### config.mk
export PLATFORM = sky130hd
export DESIGN_NAME = aes_byte_loader
export DESIGN_NICKNAME = d
export VERILOG_FILES = /design/src/rtl/aes_byte_loader.sv
export SDC_FILE = /design/constraint.sdc
export NUM_CORES = 1
export LEC_CHECK = 0
export ABC_AREA = 0
export CAP_MARGIN = 20
export CORE_UTILIZATION = 30
export DETAILED_ROUTE_END_ITERATION = 6
export PLACE_DENSITY = 0.64
export SYNTH_ARGS = -nofsm -noshare
export SYNTH_HDL_FRONTEND = slang
export SYNTH_SLANG_ARGS = --single-unit
### constraint.sdc
create_clock -name clk -period 3.92 [get_ports clk]
set_clock_uncertainty 0.1 [all_clocks]
set_input_delay 0.588 -clock clk [delete_from_list [all_inputs] [get_ports clk]]
set_output_delay 0.588 -clock clk [all_outputs]
set_load 0.005 [all_outputs]
### src/rtl/aes_byte_loader.sv
// aes_byte_loader: framed byte-stream front end for aes_core (key/block assembly, init/next sequencing, result serialisation).
// Latency: core_init/core_next one cycle after the last frame byte is accepted; m_valid one cycle after the sampled core_done edge.
// Backpressure: s_ready is low in KEY_WAIT, BLK_WAIT and TX; m_data holds while m_ready is low.
//
// Ports:
//   clk, rst_n (synchronous, active-low)
//   s_data/s_valid/s_ready       : framed input byte stream (header byte + payload)
//   m_data/m_valid/m_ready       : result byte stream, MSB byte of the result first
//   core_init/core_key/core_keylen/core_key_ready : key schedule handshake to aes_core
//   core_next/core_block/core_done/core_result/core_error : block handshake to aes_core
//   key_valid, busy, err_code    : status (err_code 1 = bad header, 2 = block before key, 3 = core error/timeout)
module aes_byte_loader #(
   parameter int TIMEOUT = 1024
) (
   input  logic         clk,
   input  logic         rst_n,
   input  logic [7:0]   s_data,
   input  logic         s_valid,
   output logic         s_ready,
   output logic [7:0]   m_data,
   output logic         m_valid,
   input  logic         m_ready,
   output logic         core_init,
   output logic [255:0] core_key,
   output logic [1:0]   core_keylen,
   input  logic         core_key_ready,
   output logic [127:0] core_block,
   output logic         core_next,
   input  logic         core_done,
   input  logic [127:0] core_result,
   input  logic         core_error,
   output logic         key_valid,
   output logic         busy,
   output logic [1:0]   err_code
);

   typedef enum logic [2:0] {
      S_IDLE,
      S_KEY_RX,
      S_KEY_WAIT,
      S_BLK_RX,
      S_DISCARD,
      S_BLK_WAIT,
      S_TX
   } state_t;

   state_t         state_q, state_d;
   logic [4:0]     cnt_q, cnt_d;
   logic [15:0]    wait_q, wait_d;
   logic [255:0]   key_q, key_d;
   logic [1:0]     keylen_q, keylen_d;
   logic [127:0]   blk_q, blk_d;
   logic [127:0]   res_q, res_d;
   logic           key_valid_q, key_valid_d;
   logic           init_q, init_d;
   logic           next_q, next_d;
   logic           kr_q, kr_d;
   logic           done_q, done_d;
   logic [1:0]     err_q, err_d;

   logic           accept;
   logic           is_key_hdr;
   logic           is_blk_hdr;
   logic           key_edge;
   logic           done_edge;
   logic           abort;
   logic [4:0]     key_last;

   assign s_ready    = rst_n & ((state_q == S_IDLE) | (state_q == S_KEY_RX) |
                                (state_q == S_BLK_RX) | (state_q == S_DISCARD));
   assign accept     = s_valid & s_ready;
   assign is_key_hdr = (s_data[7:2] == 6'b010000) && (s_data[1:0] != 2'd3);
   assign is_blk_hdr = (s_data == 8'h80);

   // Edge detection on the core status levels; a level that was already high
   // when the wait began does not count as completion.
   assign key_edge   = core_key_ready & ~kr_q;
   assign done_edge  = core_done & ~done_q;
   // The counter starts at 0 on entry, so this fires on the TIMEOUT-th wait cycle.
   assign abort      = core_error | (wait_q == 16'(TIMEOUT - 1));

   always_comb begin
      case (keylen_q)
         2'd0:    key_last = 5'd15;
         2'd1:    key_last = 5'd23;
         default: key_last = 5'd31;
      endcase
   end

   always_comb begin
      state_d     = state_q;
      cnt_d       = cnt_q;
      wait_d      = wait_q;
      key_d       = key_q;
      keylen_d    = keylen_q;
      blk_d       = blk_q;
      res_d       = res_q;
      key_valid_d = key_valid_q;
      err_d       = err_q;
      init_d      = 1'b0;
      next_d      = 1'b0;
      kr_d        = core_key_ready;
      done_d      = core_done;

      case (state_q)
         S_IDLE: begin
            if (accept) begin
               cnt_d = 5'd0;
               if (is_key_hdr) begin
                  key_d       = '0;
                  keylen_d    = s_data[1:0];
                  key_valid_d = 1'b0;
                  err_d       = 2'd0;
                  state_d     = S_KEY_RX;
               end else if (is_blk_hdr) begin
                  if (key_valid_q) begin
                     blk_d   = '0;
                     err_d   = 2'd0;
                     state_d = S_BLK_RX;
                  end else begin
                     err_d   = 2'd2;
                     state_d = S_DISCARD;
                  end
               end else begin
                  err_d = 2'd1;
               end
            end
         end

         S_KEY_RX: begin
            if (accept) begin
               // Byte n lands at [255-8n -: 8]: key is left-aligned, first byte MSB.
               key_d = key_q | ({s_data, 248'b0} >> {cnt_q, 3'b000});
               if (cnt_q == key_last) begin
                  cnt_d   = 5'd0;
                  wait_d  = 16'd0;
                  init_d  = 1'b1;
                  state_d = S_KEY_WAIT;
               end else begin
                  cnt_d = cnt_q + 5'd1;
               end
            end
         end

         S_KEY_WAIT: begin
            wait_d = wait_q + 16'd1;
            if (abort) begin
               err_d       = 2'd3;
               key_valid_d = 1'b0;
               state_d     = S_IDLE;
            end else if (key_edge) begin
               key_valid_d = 1'b1;
               state_d     = S_IDLE;
            end
         end

         S_BLK_RX: begin
            if (accept) begin
               blk_d = blk_q | ({s_data, 120'b0} >> {cnt_q[3:0], 3'b000});
               if (cnt_q == 5'd15) begin
                  cnt_d   = 5'd0;
                  wait_d  = 16'd0;
                  next_d  = 1'b1;
                  state_d = S_BLK_WAIT;
               end else begin
                  cnt_d = cnt_q + 5'd1;
               end
            end
         end

         S_DISCARD: begin
            // Swallow the payload of a rejected block so the next byte is a header.
            if (accept) begin
               if (cnt_q == 5'd15) begin
                  cnt_d   = 5'd0;
                  state_d = S_IDLE;
               end else begin
                  cnt_d = cnt_q + 5'd1;
               end
            end
         end

         S_BLK_WAIT: begin
            wait_d = wait_q + 16'd1;
            if (abort) begin
               err_d       = 2'd3;
               key_valid_d = 1'b0;
               state_d     = S_IDLE;
            end else if (done_edge) begin
               res_d   = core_result;
               cnt_d   = 5'd0;
               state_d = S_TX;
            end
         end

         S_TX: begin
            if (m_ready) begin
               res_d = {res_q[119:0], 8'h00};
               if (cnt_q == 5'd15) begin
                  cnt_d   = 5'd0;
                  state_d = S_IDLE;
               end else begin
                  cnt_d = cnt_q + 5'd1;
               end
            end
         end

         default: begin
            state_d = S_IDLE;
         end
      endcase
   end

   always_ff @(posedge clk) begin
      if (!rst_n) begin
         state_q     <= S_IDLE;
         cnt_q       <= 5'd0;
         wait_q      <= 16'd0;
         key_q       <= '0;
         keylen_q    <= 2'd0;
         blk_q       <= '0;
         res_q       <= '0;
         key_valid_q <= 1'b0;
         err_q       <= 2'd0;
         init_q      <= 1'b0;
         next_q      <= 1'b0;
         kr_q        <= 1'b0;
         done_q      <= 1'b0;
      end else begin
         state_q     <= state_d;
         cnt_q       <= cnt_d;
         wait_q      <= wait_d;
         key_q       <= key_d;
         keylen_q    <= keylen_d;
         blk_q       <= blk_d;
         res_q       <= res_d;
         key_valid_q <= key_valid_d;
         err_q       <= err_d;
         init_q      <= init_d;
         next_q      <= next_d;
         kr_q        <= kr_d;
         done_q      <= done_d;
      end
   end

   assign m_data      = res_q[127:120];
   assign m_valid     = (state_q == S_TX);
   assign core_init   = init_q;
   assign core_next   = next_q;
   assign core_key    = key_q;
   assign core_keylen = keylen_q;
   assign core_block  = blk_q;
   assign key_valid   = key_valid_q;
   assign busy        = (state_q != S_IDLE);
   assign err_code    = err_q;

endmodule

==> impl_metrics.py <==
metrics = {
    "clocking": {
        "clock_latency_ps": 620,
        "cts_setup_buffers": 0,
        "path_clk_slew_ps": 60,
        "cts_inserted_buffers": 58,
        "cts_resized": 0,
        "htreeDepth": 2,
        "cts_sinks": 545,
        "cts_tree": "built",
        "postCtsHoldBufs": 0,
        "cts_buffer_depth": 3,
        "cts_root_buffer": "clkbuf_16",
    },
    "detailed_routing": {
        "first_pass_iters": 6,
        "drcViolationCount": 0,
        "ant_nets": 0,
        "drt_iter0_markers": 1708,
        "vias_per_cell": 5.28,
        "wl_per_cell_um": 20.9,
        "totalWireLength_mm": 74.3,
        "vias": 18800,
    },
    "die": {
        "start_util_pct": 30.4,
        "io_pins": 545,
        "dieArea_um2": 69400,
        "rows": 95,
        "dieWidth_um": 263,
        "die_h_um": 263,
        "core_area_um2": 67400,
    },
    "worst_setup_path": {
        "crit_required_ps": 3230,
        "endpoint_kind": "output pin",
        "crit_path_cell_trace": "nor2b_1 > nand2_4 > clkinv_2 > clkdlybuf4s50_1",
        "r2r-start": "state_q[0]$_SDFFE_PN0P_",
        "cp_num_buf_inv": 2,
        "crit_arrival_ps": 2710,
        "cp.depth": 4,
        "slowest_stage": "dfxtp_1",
        "cp-startpoint": "state_q[1]$_SDFFE_PN0P_",
        "r2r_cells": 7,
        "critPathKind": "flip-flop to output pin",
        "path_max_fanout": 22,
        "max_stage_delay_ps": 750,
        "critical-path-top-delay-family": "flip-flops",
        "start_kind": "flip-flop",
    },
    "placement": {
        "hpwl_mm": 51.5,
        "place_ws_ps": 820,
        "gp_congestion": 0.901,
        "io_buffer_count": 544,
    },
    "synth": {
        "netlist_area_um2": 20500,
        "synth-edff-count": 0,
        "yosysTopAreaCell": "dfxtp_1",
        "ys_warn_count": 0,
        "postSynthAreaPerCell_um2": 9.35,
        "synth.distinct_cells": 56,
        "ys_ff_latch": 545,
        "synth_seq_area_share_pct": 53.2,
        "synth_area_leaders": "dfxtp_1, nor2_1, o211a_1, nand2_1, a31oi_1",
        "synth_nets": 2341,
        "ys_async_sr_fraction_pct": 0,
        "synthCells": 2194,
        "synth_top_area_share_pct": 53.2,
        "ys.flop_type": "dfxtp_1",
    },
    "sta": {
        "drv_slew": 0,
        "relSlewSlack_pct": 27.2,
        "hold_viol": 0,
        "fin_crit_sh_pct": 86.6,
        "setup_tns_ps": 0,
        "setup_slack_ps": 526,
        "holdWs_ps": 183,
        "finalSetupViolations": 0,
        "rsz0062_at_grt": "no",
        "fmax_ghz": 0.295,
        "tightest_slew_ps": 1090,
        "finalCriticalPeriod_ps": 3390,
    },
    "power": {
        "leakagePower_nw": 11.7,
        "ir_worst_vdd_v": 0.000315,
        "combPwrFrac_pct": 3.6,
        "power_frac_seq_pct": 47.6,
        "switching_share_pct": 22.1,
        "power.share.clock_pct": 48.8,
        "p_int_mw": 9.07,
        "p_per_area_nw_per_um2": 407,
        "switching_power_mw": 2.57,
    },
    "grt": {
        "grt_usage_pct": 20.4,
        "grt_pass1_vias": 17800,
        "grt_max_degree": 121,
        "grt_pass1_wl_mm": 111,
        "antenna_found_initial": 1,
        "use_met3_pct": 4.85,
        "busiest_layer": "met2",
        "grt_remaining_overflow": 0,
        "grt_use_met2_pct": 35.4,
        "use_met1_pct": 24.6,
    },
    "cells_and_area": {
        "final_layout_size_suffix_gt1_share_pct": 9.90,
        "n_antenna_cell": 0,
        "syn_to_final_growth_pct": 39.4,
        "nets": 2777,
        "fin_util_pct": 42.4,
    },
    "worst_hold_path": {
        "worstHoldStart": "s_data[0]",
        "min_delay_path_depth": 2,
        "worstHoldPathType": "input port to flip-flop",
    },
    "run_status": {
        "status": "complete, no violations",
    },
    "job": {
        "drv_cap": 0,
    },
}
-- final cells by class --
cell class | count | area [um^2]
clock buffer | 87 | 1680
clock inverter | 20 | 309
fill | 6451 | 38800
inverter | 7 | 27.5
multi-input combinational | 1416 | 8530
sequential | 545 | 10900
tap | 873 | 1090
timing repair buffer | 602 | 6050
-- sequential cells by signal, indices dropped and copies added, names as in the netlist, 2 cells and up --
name / count
cnt_q: 5
core_block: 128
core_key: 256
core_keylen: 2
err_code: 2
res_q: 128
state_q: 3
wait_q: 16
-- cells in the final DEF, fill, tap and decap left out, types with 18 or more instances in the layout --
master	synthesis	routed
a21oi_1	137	137
a22o_1	64	64
a31oi_1	129	129
a32o_1	72	72
buf_4	9	42
clkbuf_16	0	58
clkdlybuf4s50_1	0	535
dfxtp_1	545	545
nand2_1	273	271
nand2b_1	18	18
nand3_1	51	51
nand3_2	80	80
nor2_1	352	346
o211a_1	123	123
-- synthesized netlist by cell type, types with 4 or more instances --
cell and n:
a22o_1 64, and4_1 4, buf_6 23, nand2_1 273
mux2i_1 5, clkbuf_1 130, buf_4 9, nor4_1 5
nor2b_1 10, nor3_1 6, inv_1 7, nand3_2 80
buf_1 5, and2_1 9, xor2_1 12, dfxtp_1 545
a21oi_1 137, o22ai_1 4, a32o_1 72, nand2b_1 18
and3_1 6, nand4_1 10, ha_1 4, nand3_1 51
buf_2 59, nor2_1 352, a31oi_1 129, o211a_1 123
-- per-layer routing --
metal  vias to the layer above  wire length (um)
met1                      9142             29700
met5                         -                14
met4                         2              2240
met3                       130              6070
li1                       8613                 -
met2                       874             36200
-- worst paths after layout --
check / end / slack [ps]
worst max-delay path: m_valid / 530
worst min-delay path: core_block[8]$_SDFFE_PN0P_ / 180
worst max register to register: res_q[118]$_SDFFE_PN0P_ / 970
worst min register to register: core_key[110]$_SDFFE_PN0P_ / 360
-- through the flow --
stage	area, um^2	total power [mW]	instances
5_1_grt	28600	12.0	3550
3_5_place_dp	26600	6.08	3443
6_report	28600	11.6	3550
2_1_floorplan	20500	5.83	2194
4_1_cts	28600	11.7	3550
3_3_place_gp	26600	6.08	3443
-- power groups by stage --
stage	combinational, mW	sequential (mW)	clock (mW)
finish	0.416	5.54	5.69
global placement	0.410	5.67	0
floorplan	0.168	5.67	0
global route	0.439	5.54	6.02
CTS	0.414	5.54	5.78
detailed placement	0.411	5.67	0
-- worst register-to-register path: stages (launching register included) --
cell and delay, ps:
dfxtp_1 640, nor2b_1 240, nand2_4 150, buf_4 450, buf_4 710, nand2_1 300, nand3_2 130, o211a_1 140
-- logic make-up (layout without fill, tap and decap cells) --
| group | count (synthesis) | after routing | synth area share, % |
|---|---|---|---|
| AOI/OAI and AO/OA | 552 | 552 | 20.6 |
| DFF | 545 | 545 | 53.2 |
| buffers and inverters | 233 | 716 | 5.63 |
| adders and majority gates | 4 | 4 | 0.244 |
| and+or+nand+nor | 840 | 840 | 19.5 |
| muxes | 5 | 5 | 0.244 |
| xor gates and xnor gates | 15 | 15 | 0.640 |
(Power assumes the default switching activity.)
